==> config.mk <==
export PLATFORM = sky130hd
export DESIGN_NAME = tx_multirate
export DESIGN_NICKNAME = d
export VERILOG_FILES = /design/src/rtl/tx_multirate_pkg.sv /design/src/rtl/tx_multirate_bit_timer.sv /design/src/rtl/tx_multirate.sv
export SDC_FILE = /design/constraint.sdc
export NUM_CORES = 1
export LEC_CHECK = 0
export ABC_AREA = 1
export ABC_CLOCK_PERIOD_IN_PS = 3100
export BUFFER_PORTS_ARGS = -buffer_cell sky130_fd_sc_hd__clkbuf_2
export CAP_MARGIN = 20
export CORE_ASPECT_RATIO = 1.1
export CORE_UTILIZATION = 40
export CTS_BUF_LIST = sky130_fd_sc_hd__clkbuf_8
export DETAILED_ROUTE_END_ITERATION = 16
export PLACE_DENSITY = 0.68
export SETUP_SLACK_MARGIN = 0.1
export SLEW_MARGIN = 20
export SYNTH_ARGS = -nofsm -noshare
export SYNTH_HDL_FRONTEND = slang
export SYNTH_SLANG_ARGS = --single-unit
==> constraint.sdc <==
create_clock -name clk -period 3.1 [get_ports clk]
set_input_delay 0 -clock clk [delete_from_list [all_inputs] [get_ports clk]]
set_output_delay 0 -clock clk [all_outputs]
set_load 0.005 [all_outputs]
==> src/rtl/tx_multirate_pkg.sv <==
// Shared types and rate lookup for the multi-rate load-modulation transmitter.
package tx_multirate_pkg;

  // Bit rate selector: ETU length is 128/64/32/16 carrier clocks
  typedef enum logic [1:0] {
    RATE_FC128 = 2'd0,
    RATE_FC64  = 2'd1,
    RATE_FC32  = 2'd2,
    RATE_FC16  = 2'd3
  } rate_t;

  // Frame sequencer states
  typedef enum logic [1:0] {
    ST_IDLE = 2'd0,
    ST_SOC  = 2'd1,
    ST_DATA = 2'd2,
    ST_EOC  = 2'd3
  } state_t;

  // Carrier clocks per elementary time unit for a given rate
  function automatic logic [7:0] etu_cycles(rate_t rate);
    case (rate)
      RATE_FC128: return 8'd128;
      RATE_FC64:  return 8'd64;
      RATE_FC32:  return 8'd32;
      default:    return 8'd16;
    endcase
  endfunction

endpackage

==> src/rtl/tx_multirate_bit_timer.sv <==
// ETU/half-ETU timing and subcarrier generation for the latched bit rate.
module tx_bit_timer
  import tx_multirate_pkg::*;
#(
  parameter int SC_HALF = 8
) (
  input  logic       clk,
  input  logic       rst,
  input  logic       active,
  input  logic [1:0] rate,
  output logic       first_half,
  output logic       etu_end,
  output logic       sc
);

  localparam int SCW = (SC_HALF > 1) ? $clog2(SC_HALF) : 1;

  logic [7:0]     etu_len;
  logic [6:0]     etu_last;
  logic [6:0]     half_last;
  logic [6:0]     cnt;
  logic [SCW-1:0] sc_cnt;
  logic           sc_low;
  logic           half_end;

  assign etu_len    = etu_cycles(rate_t'(rate));
  assign etu_last   = etu_len[6:0] - 7'd1;
  assign half_last  = etu_len[7:1] - 7'd1;
  assign etu_end    = active && (cnt == etu_last);
  assign half_end   = active && ((cnt == half_last) || (cnt == etu_last));
  assign first_half = (cnt <= half_last);
  assign sc         = active && !sc_low;

  // Position within the current ETU; parked at zero while no frame is running
  always_ff @(posedge clk or posedge rst) begin
    if (rst) begin
      cnt <= '0;
    end else if (!active || etu_end) begin
      cnt <= '0;
    end else begin
      cnt <= cnt + 7'd1;
    end
  end

  // Subcarrier phase, restarted high at every half-ETU boundary
  always_ff @(posedge clk or posedge rst) begin
    if (rst) begin
      sc_cnt <= '0;
      sc_low <= 1'b0;
    end else if (!active || half_end) begin
      sc_cnt <= '0;
      sc_low <= 1'b0;
    end else if (sc_cnt == SCW'(SC_HALF - 1)) begin
      sc_cnt <= '0;
      sc_low <= !sc_low;
    end else begin
      sc_cnt <= sc_cnt + SCW'(1);
    end
  end

endmodule

==> src/rtl/tx_multirate.sv <==
// Manchester/subcarrier load-modulation transmitter with selectable bit rate.
module tx_multirate
  import tx_multirate_pkg::*;
#(
  parameter int DATA_WIDTH = 8,
  parameter int SC_HALF    = 8
) (
  input  logic                               clk,
  input  logic                               rst,
  input  logic [1:0]                         rate_sel,
  input  logic [DATA_WIDTH-1:0]              data,
  input  logic                               data_valid,
  input  logic                               data_last,
  input  logic [$clog2(DATA_WIDTH+1)-1:0]    data_bits,
  output logic                               data_ready,
  output logic                               tx_out,
  output logic                               busy,
  output logic                               underrun
);

  localparam int BW = $clog2(DATA_WIDTH + 1);

  state_t                state;
  state_t                next_state;
  logic [1:0]            rate_q;
  logic [DATA_WIDTH-1:0] hold_data;
  logic [DATA_WIDTH-1:0] shift;
  logic [BW-1:0]         hold_bits;
  logic [BW-1:0]         cur_bits;
  logic [BW-1:0]         bit_idx;
  logic                  hold_last;
  logic                  hold_full;
  logic                  cur_last;
  logic                  last_seen;
  logic                  ready_en;
  logic                  first_half;
  logic                  etu_end;
  logic                  sc;
  logic                  accept;
  logic                  last_bit;
  logic                  reload;

  tx_bit_timer #(
    .SC_HALF(SC_HALF)
  ) u_timer (
    .clk       (clk),
    .rst       (rst),
    .active    (busy),
    .rate      (rate_q),
    .first_half(first_half),
    .etu_end   (etu_end),
    .sc        (sc)
  );

  assign busy       = (state != ST_IDLE);
  assign last_bit   = (bit_idx == cur_bits - BW'(1));
  assign underrun   = (state == ST_DATA) && etu_end && last_bit && !cur_last && !hold_full;
  assign reload     = etu_end && ((state == ST_SOC) ||
                      ((state == ST_DATA) && last_bit && !cur_last && hold_full));
  assign data_ready = ready_en && !hold_full && !last_seen && (state != ST_EOC) && !underrun;
  assign accept     = data_valid && data_ready;

  // State register; reset abandons any frame without an EOC
  always_ff @(posedge clk or posedge rst) begin
    if (rst) begin
      state <= ST_IDLE;
    end else begin
      state <= next_state;
    end
  end

  // Frame sequencing and Manchester/subcarrier output gating
  always_comb begin
    next_state = state;
    tx_out     = 1'b0;
    case (state)
      ST_IDLE: begin
        if (accept) next_state = ST_SOC;
      end
      ST_SOC: begin
        tx_out = sc && first_half;
        if (etu_end) next_state = ST_DATA;
      end
      ST_DATA: begin
        tx_out = sc && (shift[0] ? first_half : !first_half);
        if (etu_end && last_bit && (cur_last || !hold_full)) next_state = ST_EOC;
      end
      ST_EOC: begin
        if (etu_end) next_state = ST_IDLE;
      end
      default: next_state = ST_IDLE;
    endcase
  end

  // Holding register, shift register and bit bookkeeping
  always_ff @(posedge clk or posedge rst) begin
    if (rst) begin
      ready_en  <= 1'b0;
      rate_q    <= 2'd0;
      hold_data <= '0;
      hold_bits <= '0;
      hold_last <= 1'b0;
      hold_full <= 1'b0;
      shift     <= '0;
      cur_bits  <= '0;
      cur_last  <= 1'b0;
      bit_idx   <= '0;
      last_seen <= 1'b0;
    end else begin
      ready_en <= 1'b1;
      if (accept) begin
        hold_data <= data;
        hold_bits <= data_last ? data_bits : BW'(DATA_WIDTH);
        hold_last <= data_last;
        hold_full <= 1'b1;
        if (data_last) last_seen <= 1'b1;
        if (state == ST_IDLE) rate_q <= rate_sel;
      end
      if (reload) begin
        shift     <= hold_data;
        cur_bits  <= hold_bits;
        cur_last  <= hold_last;
        bit_idx   <= '0;
        hold_full <= 1'b0;
      end else if ((state == ST_DATA) && etu_end) begin
        shift   <= shift >> 1;
        bit_idx <= bit_idx + BW'(1);
      end
      if ((state == ST_EOC) && etu_end) last_seen <= 1'b0;
    end
  end

endmodule

* Yosys cells after proc, flatten, opt, wreduce, memory -nomap -nowiden
Cells that the tools add are included.
Storage, ports and cells: register bits after elaboration 48, bits in latches 0, bits in writable memories 0, bits in read-only memories 0, output and inout port bits 4, logic and storage cells 103, memories 0
Operators by class: $add $sub $neg 6, multipliers 0, div/mod/pow operators 0, order comparisons 1, eq/ne operators 14, shift-type cells 0, multiplexer cells 23, bitwise logic cells 0, reduce and logical (&&, ||, !) cells 44
Operator list (number):
- 8-bit case mux with 3 select lines | 1
- 1-bit logical AND | 21
- 8-bit two-way mux | 2
- 7-bit equality test | 2
- 7-bit by 1-bit subtractor with 7-bit output (second input constant) | 2
- 4-bit two-way mux | 3
- 2-bit nonzero test | 6
- 1-bit two-way mux | 8
- 2-bit two-way mux | 4
- 2-bit != test (second input constant) | 4
- 2-bit case mux with 4 select lines | 1
- 7-bit by 1-bit adder with 7-bit output (second input constant) | 1
- 7-bit <= comparator | 1
- 1-bit zero test | 7
- 7-bit two-way mux | 1
- 2-bit equality test (second input constant) | 3
- 3-bit two-way mux | 2
- 1-bit logical OR | 5
- 4-bit by 1-bit adder with 4-bit output (second input constant) | 1
- 2-bit by 1-bit equality test with 1-bit output (second input constant) | 2
- 4-bit equality test | 1
- 2-bit zero test | 2
- 2-bit AND reduction | 2
- 4-bit AND reduction | 1
- other kinds (5) | 5

* Depth between registers and ports, before layout
depth in word-level cells 14, gate-level depth with buffers 15

* By module
A second synthesis with hierarchy kept.
Unflattened totals: cell total of the unflattened synthesis 319, area, all modules 2541.2 um^2
By module, submodules not included:
- tx_multirate | times used 1, cells each 229, area each 1834.3 um^2, sequential area each 925.9 um^2
- tx_bit_timer | times used 1, cells each 90, area each 706.9 um^2, sequential area each 275.3 um^2

* Least setup slack after synthesis
Ideal clock, no wire load.
kind flip-flop to flip-flop, from register cur_bits[0], to register bit_idx[0], library setup time 0.127 ns, data arrival time 1.605 ns, slack 1.368 ns, cell stages (with the launch flop) 15, cell sequence dfrtp_1 > inv_2 > ha_1 > inv_1 > nand2_1 > nand2_1 > nor2_1 > nand3_1 > nor2_2 > nand2_1 > nand2_2 > nand2_2 > buf_2 > nand2_1 > o21ai_0
On the way: word-level cells in the longest chain between the ends 8, elaborated cells between the ends (all ways) 9
Ends and longest elaborated chain:
- start: declaration | RTL line tx_multirate.sv:29 | logic [BW-1:0] cur_bits;
- start signal: assignment | RTL line tx_multirate.sv:121 | cur_bits <= hold_bits;
- 4-bit by 1-bit subtractor with 4-bit output (*) | RTL line tx_multirate.sv:56 | assign last_bit = (bit_idx == cur_bits - BW'(1));
- 4-bit equality test (*) | RTL line tx_multirate.sv:56
- 1-bit logical AND (*) (3 in series) | RTL line tx_multirate.sv:59 | ((state == ST_DATA) && last_bit && !cur_last && hold_full));
- 1-bit logical OR (*) | RTL line tx_multirate.sv:58 | assign reload = etu_end && ((state == ST_SOC) ||
- 1-bit logical AND (*) | RTL line tx_multirate.sv:58
- 4-bit two-way mux / 2-bit nonzero test (equally long branches)
- end signal: assignment | RTL line tx_multirate.sv:127 | bit_idx <= bit_idx + BW'(1);
- end: declaration | RTL line tx_multirate.sv:30 | logic [BW-1:0] bit_idx;
Every way passes the cells marked *; elsewhere a longest branch is shown, timed or not. A chain may end at the register's enable or synchronous reset.

* Worst setup path after layout
from register cur_bits[0], to register shift[4]
On the way: word-level cells in the longest chain between the ends 8, elaborated cells between the ends (all ways) 9
Ends and longest elaborated chain:
- 4-bit by 1-bit subtractor with 4-bit output (*) | RTL line tx_multirate.sv:56
- 4-bit equality test (*) | RTL line tx_multirate.sv:56
- 1-bit logical AND (*) (3 in series) | RTL line tx_multirate.sv:59
- 1-bit logical OR (*) | RTL line tx_multirate.sv:58
- 1-bit logical AND (*) | RTL line tx_multirate.sv:58
- 8-bit two-way mux / 2-bit nonzero test (equally long branches)
- end signal: assignment | RTL line tx_multirate.sv:120 | shift <= hold_data;
- end signal: assignment | RTL line tx_multirate.sv:126 | shift <= shift >> 1;
- end: declaration | RTL line tx_multirate.sv:27 | logic [DATA_WIDTH-1:0] shift;
Marks and branches as above.

==> metrics.txt <==
GP Congestion roughly 0.85; first-pass GRT wire length roughly 8600 um; main flop type after synthesis dfrtp_1; Gate Count Post-Synth just over 300; die span in y 84.8 um; Data arrival, critical path about 2400 ps; Leak about 1.5 nW; final wirelength around 4700 um; CP required about 3300 ps; CTS root buffer clkbuf_8; critical path type reg -> reg; hold slack final 22.2 ps; Final Non-Filler Cells between 400 and 500; VDD IR max ~230 uV; Crit. End Element flip-flop; final setup violation count 0; Metal-1 WL approximately 2300 um; Initial DRC Count 116; highest routed layer met4; Hold Vio Cnt, Final 0; ranking of synthesized cells by area dfrtp_1, nand2_1, ha_1; met2 WL 2280 um; status finished clean; most used cell, CP nand2_1; Slowest-stage cell, CP dfrtp_1; Hold WC Path Type in -> reg; # diodes 0; Die W 77.3 um; Synth top cells by count nand2_1, dfrtp_1, inv_1; average cell area after synthesis about 8 um2; Core Box Area 5880 um2; Worst Tran Pin Value slightly above 800 ps; PwrDens roughly 350 nW/um2; I/O pin count 22; Synth-to-Final Area Change 15.9%; CTS tree done; Worst Clk Skew around 7.3 ps; Initial Utilization between 40 and 50%; Distinct cells, synth 28; routed len/inst between 10 and 15 um; GRT Total Usage 16.2%; H-tree depth 2; initial antenna violation count 0; # Post-CTS Setup Buffers 0; Synth Cell Area 2490 um2; CTS clk-pin slew, worst paths 80 ps; share of layout cells above drive strength 1 ~14%; Total Die Area 6560 um2; nets 380; Max Transition Viols Final 0; Synth top area share a little under 50%; Power Total between 1 and 1.5 mW; worst skew pair latency 290 ps; worst path bufs/invs 3; setup TNS 0 ps; # clock sinks 48; final worst path period share 70.2%; post-CTS resize count 0; dpl hpwl 3400 um; Max FO, Critical Path 21; met3 wire length 90 um; Max clock buf depth 2; post-detailed-route count of antenna-violating nets 0; via count 1989; IO Port Bufs 21; CP max stage delay 380 ps; RSZ-0062 raised after global routing no; CP delay by family, top simple AND/OR/NAND/NOR gates; FMAX around 460 MHz; DRC 0; First-pass DRT Iterations 5; crit path time final about 2200 ps; Yosys warning total 0; critical path, cell by cell inv_2 -> ha_1 -> inv_1 -> nand2_1 -> nand2_1 -> nor2_1 -> nand3_1 -> nor2_2 -> nand2_1 -> nand2_2 -> nand2_2 -> inv_2 -> nand2_1 -> nand3_1; Async SR Flop Fraction 100%; DR vias/cell between 4 and 5; Max-Cap Viols 0; Startpoint Class flip-flop; DP Cell Count around 400; most instantiated library cell after synthesis nand2_1; #FFs+latches synth 48; CTS buffer count 5; register area share after synthesis about half; Std-Cell Rows 29; max_slew headroom between 40% and 50%; total grt overflow 0; pin count of the biggest net entering global routing 49; vias in the first global route slightly below 2k; EDFF count, synth 0; post-synth top area cell dfrtp_1
through the flow:
step / utilization [%] / setup WS (ps) / instance area [um2]
6_report: 49.2 / 923 / 2890
5_1_grt: 49.2 / 674 / 2890
4_1_cts: 49.2 / 931 / 2890
3_5_place_dp: 45.2 / 965 / 2660
3_3_place_gp: 45.2 / 997 / 2660
2_1_floorplan: - / 1370 / 2500
layer usage:
layer / GRT usage, % / vias up
li1: - / 1047
met1: 21.6 / 914
met2: 26.6 / 26
met3: 2.15 / 2
met4: 6.52 / 0
met5: 0 / -
layout make-up:
cell class	count	area, um2
fill	585	2990
sequential	48	1200
multi-input combinational	216	1100
timing repair buffer	36	255
inverter	42	159
tap	77	96.3
clock buffer	5	68.8
clock inverter	2	12.5
sequential cells by signal (all words and copies together), names as in the netlist, 2 cells and up:
signal and flops:
hold_data 8, state 2, rate_q 2, u_timer.cnt 7, bit_idx 4, shift 8
hold_bits 4, u_timer.sc_cnt 3, cur_bits 4
tightest hold or removal path: cells and delay by family:
family / cells / cell delay (ps)
buffers and inverters: 1 / 100
and+or+nand+nor: 1 / 120
AOI/OAI and AO/OA: 1 / 60
report_power, final:
part	internal (mW)	switching (mW)	total [mW]
Combinational	0.0206	0.0199	0.0404
Clock	0.153	0.196	0.349
Sequential	0.626	0.000160	0.626
Total	0.800	0.216	1.02
placed cells by master (no fill, tap or decap), drive strengths merged, types with 2 or more instances in the layout:
| cell | netlist | routed |
|---|---|---|
| a21oi | 8 | 8 |
| clkbuf | 1 | 26 |
| clkinv | 0 | 2 |
| conb | 1 | 2 |
| dfrtp | 48 | 48 |
| dlygate4sd3 | 0 | 15 |
| ha | 13 | 13 |
| inv | 42 | 41 |
| nand2 | 101 | 101 |
| nand3 | 30 | 30 |
| nand4 | 3 | 3 |
| nor2 | 28 | 28 |
| nor3 | 5 | 5 |
| nor3b | 2 | 2 |
| o21ai | 16 | 16 |
| or2 | 2 | 2 |
| xor2 | 3 | 3 |
worst paths after layout:
kind / startpoint / endpoint / slack (ps) / cells past startpoint
setup / recovery: cur_bits[0] / shift[4] / 920 / 14
hold / removal: data_last / hold_last / 20 / 3
setup reg to reg: cur_bits[0] / shift[4] / 920 / 14
hold reg to reg: u_timer.sc_cnt[0] / u_timer.sc_cnt[0] / 430 / 1
max in group asynchronous: rst / hold_data[5] / 2240 / 3
min in group asynchronous: rst / hold_data[1] / 370 / 3
cells by family (layout without fill, tap and decap cells):
group                    after synthesis  in the layout  share of synthesized area [%]
other                                  1              2                          0.150
AND/OR/NAND/NOR                      171            171                           30.1
adder cells (fa/ha/maj)               13             13                           6.52
flip-flops                            48             48                           48.1
buffers and inverters                 48             85                           7.97
XOR/XNOR                               4              4                           1.40
AO/OA/AOI/OAI                         26             26                           5.72
repair_timing:
| item | CTS | global route |
|---|---|---|
| setup endpoints to repair | 0 | 0 |
| hold buffers | 15 | 0 |
| hold endpoints to repair | 62 | 0 |
No activity file was read; power rests on OpenSTA's default activity.
